===== config.mk =====
export PLATFORM = sky130hd
export DESIGN_NAME = fetch_predict
export DESIGN_NICKNAME = d
export VERILOG_FILES = /design/src/rtl/cpu_pkg.sv /design/src/rtl/btb_store.sv /design/src/rtl/fetch_predict.sv
export SDC_FILE = /design/constraint.sdc
export NUM_CORES = 1
export LEC_CHECK = 0
export ABC_CLOCK_PERIOD_IN_PS = 5400
export CAP_MARGIN = 20
export CELL_PAD_IN_SITES_DETAIL_PLACEMENT = 0
export CELL_PAD_IN_SITES_GLOBAL_PLACEMENT = 1
export CORE_MARGIN = 5
export CORE_UTILIZATION = 31
export DETAILED_ROUTE_END_ITERATION = 16
export GPL_TIMING_DRIVEN = 1
export PLACE_DENSITY_LB_ADDON = 0.25
export SLEW_MARGIN = 40
export SYNTH_ARGS = -nofsm -noshare
export SYNTH_HDL_FRONTEND = slang
export SYNTH_HIERARCHICAL = 1
export SYNTH_SLANG_ARGS = --single-unit

===== constraint.sdc =====
create_clock -name clk -period 5.4 [get_ports clk]
set_input_delay 1.08 -clock clk [delete_from_list [all_inputs] [get_ports clk]]
set_output_delay 1.08 -clock clk [all_outputs]
set_load 0.005 [all_outputs]

===== src/rtl/cpu_pkg.sv =====
// Shared definitions for the fetch stage: branch-counter encodings,
// the default sequential PC step and the saturating counter update rule.
package cpu_pkg;

    typedef enum logic [1:0] {
        SNT = 2'b00,
        WNT = 2'b01,
        WT  = 2'b10,
        ST  = 2'b11
    } bc_state_e;

    localparam int DEFAULT_PC_STEP = 4;

    function automatic bc_state_e bc_update(input bc_state_e cur, input logic taken);
        bc_state_e nxt;
        nxt = cur;
        if (taken) begin
            if (cur != ST) nxt = bc_state_e'(cur + 2'd1);
        end else begin
            if (cur != SNT) nxt = bc_state_e'(cur - 2'd1);
        end
        return nxt;
    endfunction

endpackage


===== src/rtl/btb_store.sv =====
// Direct-mapped BTB storage: combinational lookup port plus a synchronous
// update port that applies the allocate / train / invalidate policy.
module btb_store
    import cpu_pkg::*;
#(
    parameter int PC_W  = 16,
    parameter int DEPTH = 16,
    parameter int IDX_W = $clog2(DEPTH),
    parameter int TAG_W = 10
) (
    input  logic             clk,
    input  logic             rst,
    input  logic [IDX_W-1:0] rd_idx_i,
    output logic             rd_valid_o,
    output logic [TAG_W-1:0] rd_tag_o,
    output logic [PC_W-1:0]  rd_target_o,
    output bc_state_e        rd_cnt_o,
    input  logic             upd_en_i,
    input  logic [IDX_W-1:0] upd_idx_i,
    input  logic [TAG_W-1:0] upd_tag_i,
    input  logic             upd_is_branch_i,
    input  logic             upd_taken_i,
    input  logic             upd_pred_taken_i,
    input  logic [PC_W-1:0]  upd_target_i
);

    logic             valid_q  [DEPTH];
    logic [TAG_W-1:0] tag_q    [DEPTH];
    logic [PC_W-1:0]  target_q [DEPTH];
    bc_state_e        cnt_q    [DEPTH];

    logic upd_hit;

    assign rd_valid_o  = valid_q[rd_idx_i];
    assign rd_tag_o    = tag_q[rd_idx_i];
    assign rd_target_o = target_q[rd_idx_i];
    assign rd_cnt_o    = cnt_q[rd_idx_i];

    assign upd_hit = valid_q[upd_idx_i] && (tag_q[upd_idx_i] == upd_tag_i);

    // Tags and targets are only meaningful under a valid bit, so only
    // valid and counter state is cleared on reset.
    always_ff @(posedge clk) begin
        if (rst) begin
            for (int i = 0; i < DEPTH; i++) begin
                valid_q[i] <= 1'b0;
                cnt_q[i]   <= SNT;
            end
        end else if (upd_en_i) begin
            if (upd_is_branch_i) begin
                if (upd_hit) begin
                    cnt_q[upd_idx_i] <= bc_update(cnt_q[upd_idx_i], upd_taken_i);
                    if (upd_taken_i) target_q[upd_idx_i] <= upd_target_i;
                end else if (upd_taken_i) begin
                    valid_q[upd_idx_i]  <= 1'b1;
                    tag_q[upd_idx_i]    <= upd_tag_i;
                    target_q[upd_idx_i] <= upd_target_i;
                    cnt_q[upd_idx_i]    <= WT;
                end
            end else if (upd_pred_taken_i && upd_hit) begin
                valid_q[upd_idx_i] <= 1'b0;
            end
        end
    end

endmodule


===== src/rtl/fetch_predict.sv =====
// Instruction-fetch stage: PC register, BTB-based next-PC prediction,
// misprediction redirect/flush, IF/ID packet register and perf counters.
module fetch_predict
    import cpu_pkg::*;
#(
    parameter int              PC_W      = 16,
    parameter int              INSTR_W   = 16,
    parameter int              BTB_DEPTH = 16,
    parameter int              PC_STEP   = DEFAULT_PC_STEP,
    parameter logic [PC_W-1:0] RESET_PC  = '0,
    parameter int              CNT_W     = 16
) (
    input  logic               clk,
    input  logic               rst,
    input  logic               stall,
    input  logic               halt,
    output logic [PC_W-1:0]    im_addr,
    input  logic [INSTR_W-1:0] im_instr,
    output logic               if_valid,
    output logic [PC_W-1:0]    if_pc,
    output logic [INSTR_W-1:0] if_instr,
    output logic               if_pred_taken,
    output logic [PC_W-1:0]    if_pred_target,
    input  logic               res_valid,
    input  logic [PC_W-1:0]    res_pc,
    input  logic [PC_W-1:0]    res_target,
    input  logic               res_is_branch,
    input  logic               res_taken,
    input  logic               res_pred_taken,
    input  logic [PC_W-1:0]    res_pred_target,
    output logic               flush,
    output logic [CNT_W-1:0]   br_cnt,
    output logic [CNT_W-1:0]   mp_cnt
);

    localparam int OFF   = $clog2(PC_STEP);
    localparam int IDX   = $clog2(BTB_DEPTH);
    localparam int TAG_W = PC_W - IDX - OFF;
    localparam logic [PC_W-1:0] STEP = PC_W'(PC_STEP);

    logic [PC_W-1:0]    pc_q, pc_d;
    logic               if_valid_q, if_valid_d;
    logic [PC_W-1:0]    if_pc_q, if_pc_d;
    logic [INSTR_W-1:0] if_instr_q, if_instr_d;
    logic               if_pred_taken_q, if_pred_taken_d;
    logic [PC_W-1:0]    if_pred_target_q, if_pred_target_d;
    logic [CNT_W-1:0]   br_cnt_q, br_cnt_d;
    logic [CNT_W-1:0]   mp_cnt_q, mp_cnt_d;

    logic             rd_valid;
    logic [TAG_W-1:0] rd_tag;
    logic [PC_W-1:0]  rd_target;
    bc_state_e        rd_cnt;

    logic            pred_taken;
    logic [PC_W-1:0] pred_target;
    logic [PC_W-1:0] next_pc;
    logic [PC_W-1:0] redirect_pc;
    logic            mispredict;

    btb_store #(
        .PC_W  (PC_W),
        .DEPTH (BTB_DEPTH),
        .IDX_W (IDX),
        .TAG_W (TAG_W)
    ) u_btb (
        .clk              (clk),
        .rst              (rst),
        .rd_idx_i         (pc_q[IDX+OFF-1:OFF]),
        .rd_valid_o       (rd_valid),
        .rd_tag_o         (rd_tag),
        .rd_target_o      (rd_target),
        .rd_cnt_o         (rd_cnt),
        .upd_en_i         (res_valid),
        .upd_idx_i        (res_pc[IDX+OFF-1:OFF]),
        .upd_tag_i        (res_pc[PC_W-1:IDX+OFF]),
        .upd_is_branch_i  (res_is_branch),
        .upd_taken_i      (res_taken),
        .upd_pred_taken_i (res_pred_taken),
        .upd_target_i     (res_target)
    );

    assign pred_taken  = rd_valid && (rd_tag == pc_q[PC_W-1:IDX+OFF])
                         && (rd_cnt == WT || rd_cnt == ST);
    assign pred_target = pred_taken ? rd_target : '0;
    assign next_pc     = pred_taken ? rd_target : pc_q + STEP;

    // A predicted-taken non-branch means the BTB entry aliased onto it.
    assign mispredict = res_valid && (
                            (res_is_branch && (res_taken != res_pred_taken)) ||
                            (res_is_branch && res_taken && (res_target != res_pred_target)) ||
                            (!res_is_branch && res_pred_taken));
    assign flush       = mispredict && !rst;
    assign redirect_pc = res_taken ? res_target : res_pc + STEP;

    always_comb begin
        pc_d             = pc_q;
        if_valid_d       = if_valid_q;
        if_pc_d          = if_pc_q;
        if_instr_d       = if_instr_q;
        if_pred_taken_d  = if_pred_taken_q;
        if_pred_target_d = if_pred_target_q;
        if (flush) begin
            pc_d       = redirect_pc;
            if_valid_d = 1'b0;
        end else if (halt) begin
            if_valid_d = 1'b0;
        end else if (!stall) begin
            pc_d             = next_pc;
            if_valid_d       = 1'b1;
            if_pc_d          = pc_q;
            if_instr_d       = im_instr;
            if_pred_taken_d  = pred_taken;
            if_pred_target_d = pred_target;
        end
    end

    always_comb begin
        br_cnt_d = br_cnt_q;
        mp_cnt_d = mp_cnt_q;
        if (res_valid && res_is_branch && (br_cnt_q != '1)) br_cnt_d = br_cnt_q + CNT_W'(1);
        if (flush && (mp_cnt_q != '1))                      mp_cnt_d = mp_cnt_q + CNT_W'(1);
    end

    always_ff @(posedge clk) begin
        if (rst) begin
            pc_q             <= RESET_PC;
            if_valid_q       <= 1'b0;
            if_pc_q          <= '0;
            if_instr_q       <= '0;
            if_pred_taken_q  <= 1'b0;
            if_pred_target_q <= '0;
            br_cnt_q         <= '0;
            mp_cnt_q         <= '0;
        end else begin
            pc_q             <= pc_d;
            if_valid_q       <= if_valid_d;
            if_pc_q          <= if_pc_d;
            if_instr_q       <= if_instr_d;
            if_pred_taken_q  <= if_pred_taken_d;
            if_pred_target_q <= if_pred_target_d;
            br_cnt_q         <= br_cnt_d;
            mp_cnt_q         <= mp_cnt_d;
        end
    end

    assign im_addr        = pc_q;
    assign if_valid       = if_valid_q;
    assign if_pc          = if_pc_q;
    assign if_instr       = if_instr_q;
    assign if_pred_taken  = if_pred_taken_q;
    assign if_pred_target = if_pred_target_q;
    assign br_cnt         = br_cnt_q;
    assign mp_cnt         = mp_cnt_q;

endmodule

==> impl_metrics.py <==
metrics = {
    "die": {
        "die_area_sq_um": 87700,
        "floorplan.initialDensity_pct": 31.1,
        "row_count": 105,
        "die_w_um": 296,
        "num_io_pins": 171,
        "die_h_um": 296,
        "core_area_sq_um": 81600,
    },
    "global_routing": {
        "grt_first_pass_wirelength_um": 112000,
        "grt_max_degree": 83,
        "grt_usage_pct": 17.2,
        "grt_pass1_vias": 16400,
        "grt_overflow": 0,
        "antenna_found_initial": 3,
    },
    "placement": {
        "port_buffers": 170,
        "dpl_cell_area_sq_um": 28700,
        "dpl.hpwl_um": 50900,
        "place_ws_ns": 0.670,
        "gp_congestion": 0.805,
    },
    "cells_and_area": {
        "final_common_cell": "edfxtp_1",
        "finalCoreUtilization_pct": 38.0,
        "fillers": 7593,
        "layout_common_cells": "edfxtp_1 (464), mux4_2 (176), clkdlybuf4s50_1 (165)",
        "syn_to_final_growth_pct": 22.3,
        "nNetsFinal": 1939,
        "final_cell_area_sq_um": 31000,
        "drive_gt1_share_pct": 23.7,
    },
    "clock_tree": {
        "h-tree-depth": 3,
        "cts-root-buf": "clkbuf_16",
        "cts_tree": "built",
        "cts.path.max_buffers": 3,
        "cts_resized": 0,
        "clock_latency_ns": 0.61,
        "cts_sinks": 562,
        "postCtsSetupBuffers": 0,
        "path_clk_slew_ns": 0.06,
        "holdBufCountCts": 0,
        "cts_buffers": 66,
    },
    "routing": {
        "avgViaCountPerCell": 5.34,
        "firstDrtPassIters": 5,
        "finalWirelength_um": 76900,
        "drc": 0,
        "final_antenna_net_count": 0,
        "detail_route.wl_per_cell_um": 25.7,
        "vias": 16000,
        "drt_iter0_markers": 1436,
    },
    "worst_setup_path": {
        "cp.depth": 6,
        "r2r_cells": 9,
        "critical_path_class": "primary input to output pin",
        "crit_path_start_kind": "primary input",
        "crit_chain": "clkdlybuf4s50_1, xor2_1, nor3_1, a31o_4, inv_2, clkdlybuf4s50_1",
        "worst_setup_path_end_kind": "output pin",
        "reg2reg_to": "im_addr[12]$_SDFFE_PP0P_",
        "cpMostUsedCell": "clkdlybuf4s50_1",
        "crit_fanout": 18,
        "crit_slowest_cell": "clkdlybuf4s50_1",
        "cpPeakStageDelay_ns": 0.73,
        "crit_buf_inv": 3,
        "crit_required_ns": 4.32,
        "cp.arrival_ns": 3.49,
        "crit_family": "buffers and inverters",
        "r2r-start": "im_addr[2]$_SDFFE_PP0P_",
        "ff2ff_setup_slack_ns": 1.19,
    },
    "sta": {
        "worstMarginPinSlew_ns": 0.819,
        "fin_tns_setup_ns": 0,
        "setup_slack_ns": 0.830,
        "max_clock_freq_mhz": 219,
        "maxSlewViolCount": 0,
        "setup_viol": 0,
        "hold_viol": 0,
        "finalClockSkew_ns": 0.0270,
        "rsz0062_at_grt": "no",
        "fin_crit_ns": 4.57,
        "fin_crit_sh_pct": 84.6,
        "fin_hold_ws_ns": 0.471,
        "slew-limit-headroom_pct": 45.2,
    },
    "synth": {
        "synth.avg_cell_area_sq_um": 15.4,
        "ys_warn_count": 6,
        "synthesis.area_sq_um": 25400,
        "syn_nets": 1728,
        "synth_cells": 1652,
    },
    "worst_hold_path": {
        "whs_endpoint": "if_valid$_SDFFE_PP0N_",
        "hp-class": "flop to flop",
        "whs_path_depth": 2,
        "holdCritStartpoint": "if_valid$_SDFFE_PP0N_",
    },
    "pwr": {
        "ir_worst_vdd_v": 0.000195,
        "powerDensity_nw_per_um2": 334,
        "p_leak_nw": 9.82,
    },
    "run_status": {
        "status": "finished, final reports clean",
    },
    "job": {
        "maxCapViolCount": 0,
    },
}
[final cells by class]
cell class | instances | area (sq um) | share of cell area, %
Clock buffer | 76 | 1720 | 5.54
Sequential cell | 562 | 15900 | 51.3
Timing Repair Buffer | 267 | 2440 | 7.86
Tap cell | 1070 | 1340 | 4.31
Antenna cell | 1 | 2.50 | 0.00806
Clock inverter | 45 | 566 | 1.82
Multi-Input combinational cell | 952 | 9010 | 29.0
Inverter | 14 | 52.6 | 0.169
[worst reg2reg max path, delay by kind of cell (launching register included)]
kind	cells	cell delay (ns)
AO/OA/AOI/OAI	2	0.34
XOR/XNOR	1	0.18
buffers and inverters	1	0.38
flip-flops	1	0.61
multiplexers	2	1.08
AND/OR/NAND/NOR	3	1.48
[layer usage]
metal	GRT usage (%)	up-vias	part of all wire, %
met5	0	-	0
met1	23.8	8276	43
li1	-	7059	-
met3	3.65	90	7.2
met2	28.0	532	48
met4	3.94	0	1.7
[flip-flops by register name, summed over array words and instances (netlist names)]
| name | count |
|---|---|
| mp_cnt | 16 |
| if_instr | 16 |
| if_pred_taken | 1 |
| u_btb/tag_q | 160 |
| if_pred_target | 16 |
| u_btb/valid_q | 16 |
| u_btb/cnt_q | 32 |
| br_cnt | 16 |
| if_pc | 16 |
| u_btb/target_q | 256 |
| im_addr | 16 |
| if_valid | 1 |
[where the power goes]
group / internal (mW) / switching [mW]
clock network: 2.80 / 1.85
logic: 0.404 / 0.499
registers: 4.73 / 0.0612
[stage by stage]
| step | std cells | power (mW) |
|---|---|---|
| floorplan | 1652 | 5.39 |
| global placement | 2864 | 5.79 |
| detailed placement | 2864 | 5.80 |
| CTS | 2985 | 10.5 |
| global route | 2986 | 10.7 |
| finish | 2987 | 10.4 |
[worst max path at each step]
stage | start | endpoint | slack [ns]
after floorplan | im_addr[2]$_SDFFE_PP0P_ | im_addr[4]$_SDFFE_PP0P_ | 1.20
final | res_target[13] | flush | 0.83
after CTS | res_target[6] | flush | 0.73
after global routing | res_target[13] | flush | 0.71
after detailed placement | res_pc[4] | u_btb/valid_q[1]$_SDFFCE_PN0P_ | 0.67
after global placement | res_pc[4] | u_btb/valid_q[4]$_SDFFCE_PN0P_ | 0.72
No activity file was read; power rests on OpenSTA's default activity.
==> variant 1, RTL diff (same settings) <==
Change the parameter `BTB_DEPTH` from 16 to 8.
--- a/src/rtl/fetch_predict.sv
+++ b/src/rtl/fetch_predict.sv
@@ -6,5 +6,5 @@
     parameter int              PC_W      = 16,
     parameter int              INSTR_W   = 16,
-    parameter int              BTB_DEPTH = 16,
+    parameter int              BTB_DEPTH = 8,
     parameter int              PC_STEP   = DEFAULT_PC_STEP,
     parameter logic [PC_W-1:0] RESET_PC  = '0,
Behaviour: not the same (Yosys sat finds a counterexample within 4 cycles, from zero or initial values and one cycle with rst high).
==> variant 1 against the unedited design <==
  * First-iteration DRC count fell by 46%
  * Largest cell class unchanged
  * Non-clock buffer count fell by 52
  * Sequential cell count fell by 224
  * Power fell by 40%
  * Sequential share of layout area fell by 4.5 points
  * Wire length fell by 37%
  * Final area fell by 37%
  * Highest routed layer unchanged
  * Register-to-register slack improved by 0.54 ns
  * Final cell count fell by 31%
  * Global-route usage fell by 0.24 points
  * Area after synthesis fell by 38%
  * Setup slack got worse by 0.077 ns
==> variant 1: results (changes against the unedited design) <==
| Metric | Value |
|---|---|
| Status | finished clean |
| RR Endpoint | im_addr[4] |
| Initial DRC Count | 770 (-46%) |
| Flop2flop setup slack | 1.73 ns (+0.54 ns) |
| Met2 usage | 27.9% (-0.14 points) |
| RePlAce Congestion | 0.825 (+2.5%) |
| Synth warn | 6 (unchanged) |
| Latest clock arrival within the worst-skew pair | 0.59 ns (-0.02 ns) |
| Place WS | 0.696 ns (+0.0262 ns) |
| Gr usage total | 16.9% (-0.24 points) |
| Clock Skews | 0.0306 ns (+0.00359 ns) |
| Final Non-Filler Cells | 2,065 (-31%) |
| Worst hold margin | 0.476 ns (+0.00511 ns) |
| Met3 Wirelength | 2.41 mm (-57%) |
| Fin nets | 1,440 (-26%) |
| Hold endpoint | if_valid |
| Initial antenna violation count | 0 (-3) |
| Met3 usage in global routing | 3.57% (-0.074 points) |
| Metal2 WL | 23.4 mm (-37%) |
| First-pass GRT wire length | 72.1 mm (-36%) |
| Static Leak | 0.00626 µW (-36%) |
| P_int | 4670 µW (-41%) |
| Combinational share of power | 9.7% (+1.0 points) |
| Via-to-Cell Ratio | 5.16 (-3.4%) |
| Placed cells | 1,995 (-30%) |
| Avg Synthesized Cell Area | 13.3 µm² (-14%) |
| Ratio of cells with drive above 1 in the final layout | 18.4% (-5.4 points) |
| Worst-Margin Slew | 0.802 ns (-0.0177 ns) |
| Post_cts resized | 0 (unchanged) |
| Area after DPL | 18,300 µm² (-36%) |
| Number of H-tree levels | 2 (-1) |
| VDD IR max | 0.000215 V (+9.9%) |
| Combinational power | 596 µW (-34%) |
| Via count of the first global-routing pass | 10,700 (-35%) |
| Net count after synthesis | 1,266 (-27%) |
| Critical path peak fanout | 10 (-8) |
| Largest regs | u_btb/target_q x128, u_btb/tag_q x88 |
| Detailed Place HPWL | 32.6 mm (-36%) |
| Met1 WL | 21.6 mm (-35%) |
| Overall routed net length | 48.4 mm (-37%) |
| Met1 usage | 22.9% (-0.97 points) |
[variant 1: final cells by class]
type / count / area (µm²)
repair buffers: 215 / 2060
clock buffers: 49 / 1040
fillers: 4796 / 30600
inverters: 12 / 45.0
diodes: 1 / 2.50
flip-flops and latches: 338 / 9180
well taps: 672 / 841
multi-input cells: 758 / 6210
clock inverters: 20 / 265
[variant 1: how the worst max path moves through the flow]
stage	startpoint	to	slack [ns]	cells past startpoint
2_1_floorplan	res_pc[4]	u_btb/tag_q[1][0]	1.51	11
3_3_place_gp	res_pc[3]	u_btb/tag_q[6][2]	0.60	9
3_5_place_dp	res_target[8]	flush	0.70	7
4_1_cts	res_target[8]	flush	0.67	7
5_1_grt	res_target[15]	flush	0.60	7
6_report	res_target[8]	flush	0.75	7
[variant 1: worst max-delay path, stage by stage]
cell	delay [ns]
clkdlybuf4s50_1	0.60
xor2_1	0.23
nor4_1	0.47
nand3_1	0.40
o21ai_4	0.26
inv_2	0.06
clkdlybuf4s50_1	0.45
==> variant 2, RTL diff (config.mk and constraints unchanged) <==
Without the edit above. Register the output `mp_cnt` once more, cleared by the reset; this adds one clock of latency there. The other outputs are not delayed to match.
--- a/src/rtl/fetch_predict.sv
+++ b/src/rtl/fetch_predict.sv
@@ -152,5 +152,11 @@
     assign if_pred_target = if_pred_target_q;
     assign br_cnt         = br_cnt_q;
-    assign mp_cnt         = mp_cnt_q;
+    always_ff @(posedge clk) begin
+        if (rst) begin
+            mp_cnt <= '0;
+        end else begin
+            mp_cnt <= mp_cnt_q;
+        end
+    end
 
 endmodule
Formal check against the unedited RTL: not equivalent (Yosys sat finds a counterexample within 4 cycles, from zero or initial values and one cycle with rst high).
==> variant 2 against the unedited design <==
  * Wire length up 1.4%
  * Via count up 1.4%
  * Hold slack worse by 0.0017 ns
  * First-iteration DRC count down 7.9%
  * Final area about the same
  * Power down 5.0%
  * Sequential cell count up 16
  * Register-to-register slack worse by 0.22 ns
  * Non-clock buffer count down 3
  * Setup slack better by 0.079 ns
  * Critical path type unchanged
  * Area after synthesis up 1.2%
  * Clock skew up 0.026 ns
  * Clock power down 14%
  * Sequential share of layout area up 1.1 points
==> variant 2: results (changes against the unedited design) <==
| Metric | Value |
|---|---|
| Flop2flop setup slack | 0.97 ns (-0.22 ns) |
| Area after DPL | 29,100 µm² (+1.2%) |
| Clock Skews | 0.0534 ns (+0.0264 ns) |
| RR Endpoint | im_addr[14] |
| Largest net degree at the start of global routing | 89 (+7.2%) |
| Number of H-tree levels | 2 (-1) |
| Crit path largest cell delay | 0.77 ns (+0.04 ns) |
| Overall routed net length | 77.9 mm (+1.4%) |
| Met1 usage | 23.1% (-0.70 points) |
| Net count after synthesis | 1,747 (+1.1%) |
| Place WS | 0.574 ns (-0.0951 ns) |
| CTS Buf Count | 61 (-7.6%) |
| Avg Synthesized Cell Area | 15.4 µm² (about the same) |
| Met3 usage in global routing | 2.50% (-1.1 points) |
| First-pass GRT wire length | 115 mm (+2.8%) |
| Ratio of cells with drive above 1 in the final layout | 23.2% (-0.59 points) |
| Fin nets | 1,947 (+0.41%) |
| Hold endpoint | if_pred_target[2] |
| Met2 usage | 29.3% (+1.3 points) |
| # diodes | 0 (-1) |
| Filler cell count | 7,594 (+0.013%) |
| Initial antenna violation count | 2 (-1) |
| Gr usage total | 17.1% (-0.034 points) |
| Critical Path Source | res_target[6] |
| Worst-Margin Slew | 0.753 ns (-0.0662 ns) |
| Status | finished clean |
| Switching Power | 2300 µW (-4.6%) |
## variant 2: metal layers
metal  share of wire [%]  routed length, µm
met5                   0                  0
met3                 5.2               4070
met1                  43              33400
met4                 2.5               1980
met2                  49              38400
## variant 2: worst reg2reg max path, delay by kind of cell, from the launching register on
family	cells	cell delay (ns)
buffers and inverters	1	0.44
flip-flops	1	0.67
AND/OR/NAND/NOR	3	1.39
multiplexers	2	1.16
AO/OA/AOI/OAI	2	0.51
XOR/XNOR	1	0.18
## variant 2: cell type report
type	count	area [µm²]	area share, %
Clock inverter	19	190	0.613
Clock buffer	90	1740	5.60
Multi-Input combinational cell	957	9040	29.2
Sequential cell	578	16200	52.3
Inverter	9	33.8	0.109
Timing Repair Buffer	264	2440	7.87
Tap cell	1070	1340	4.32
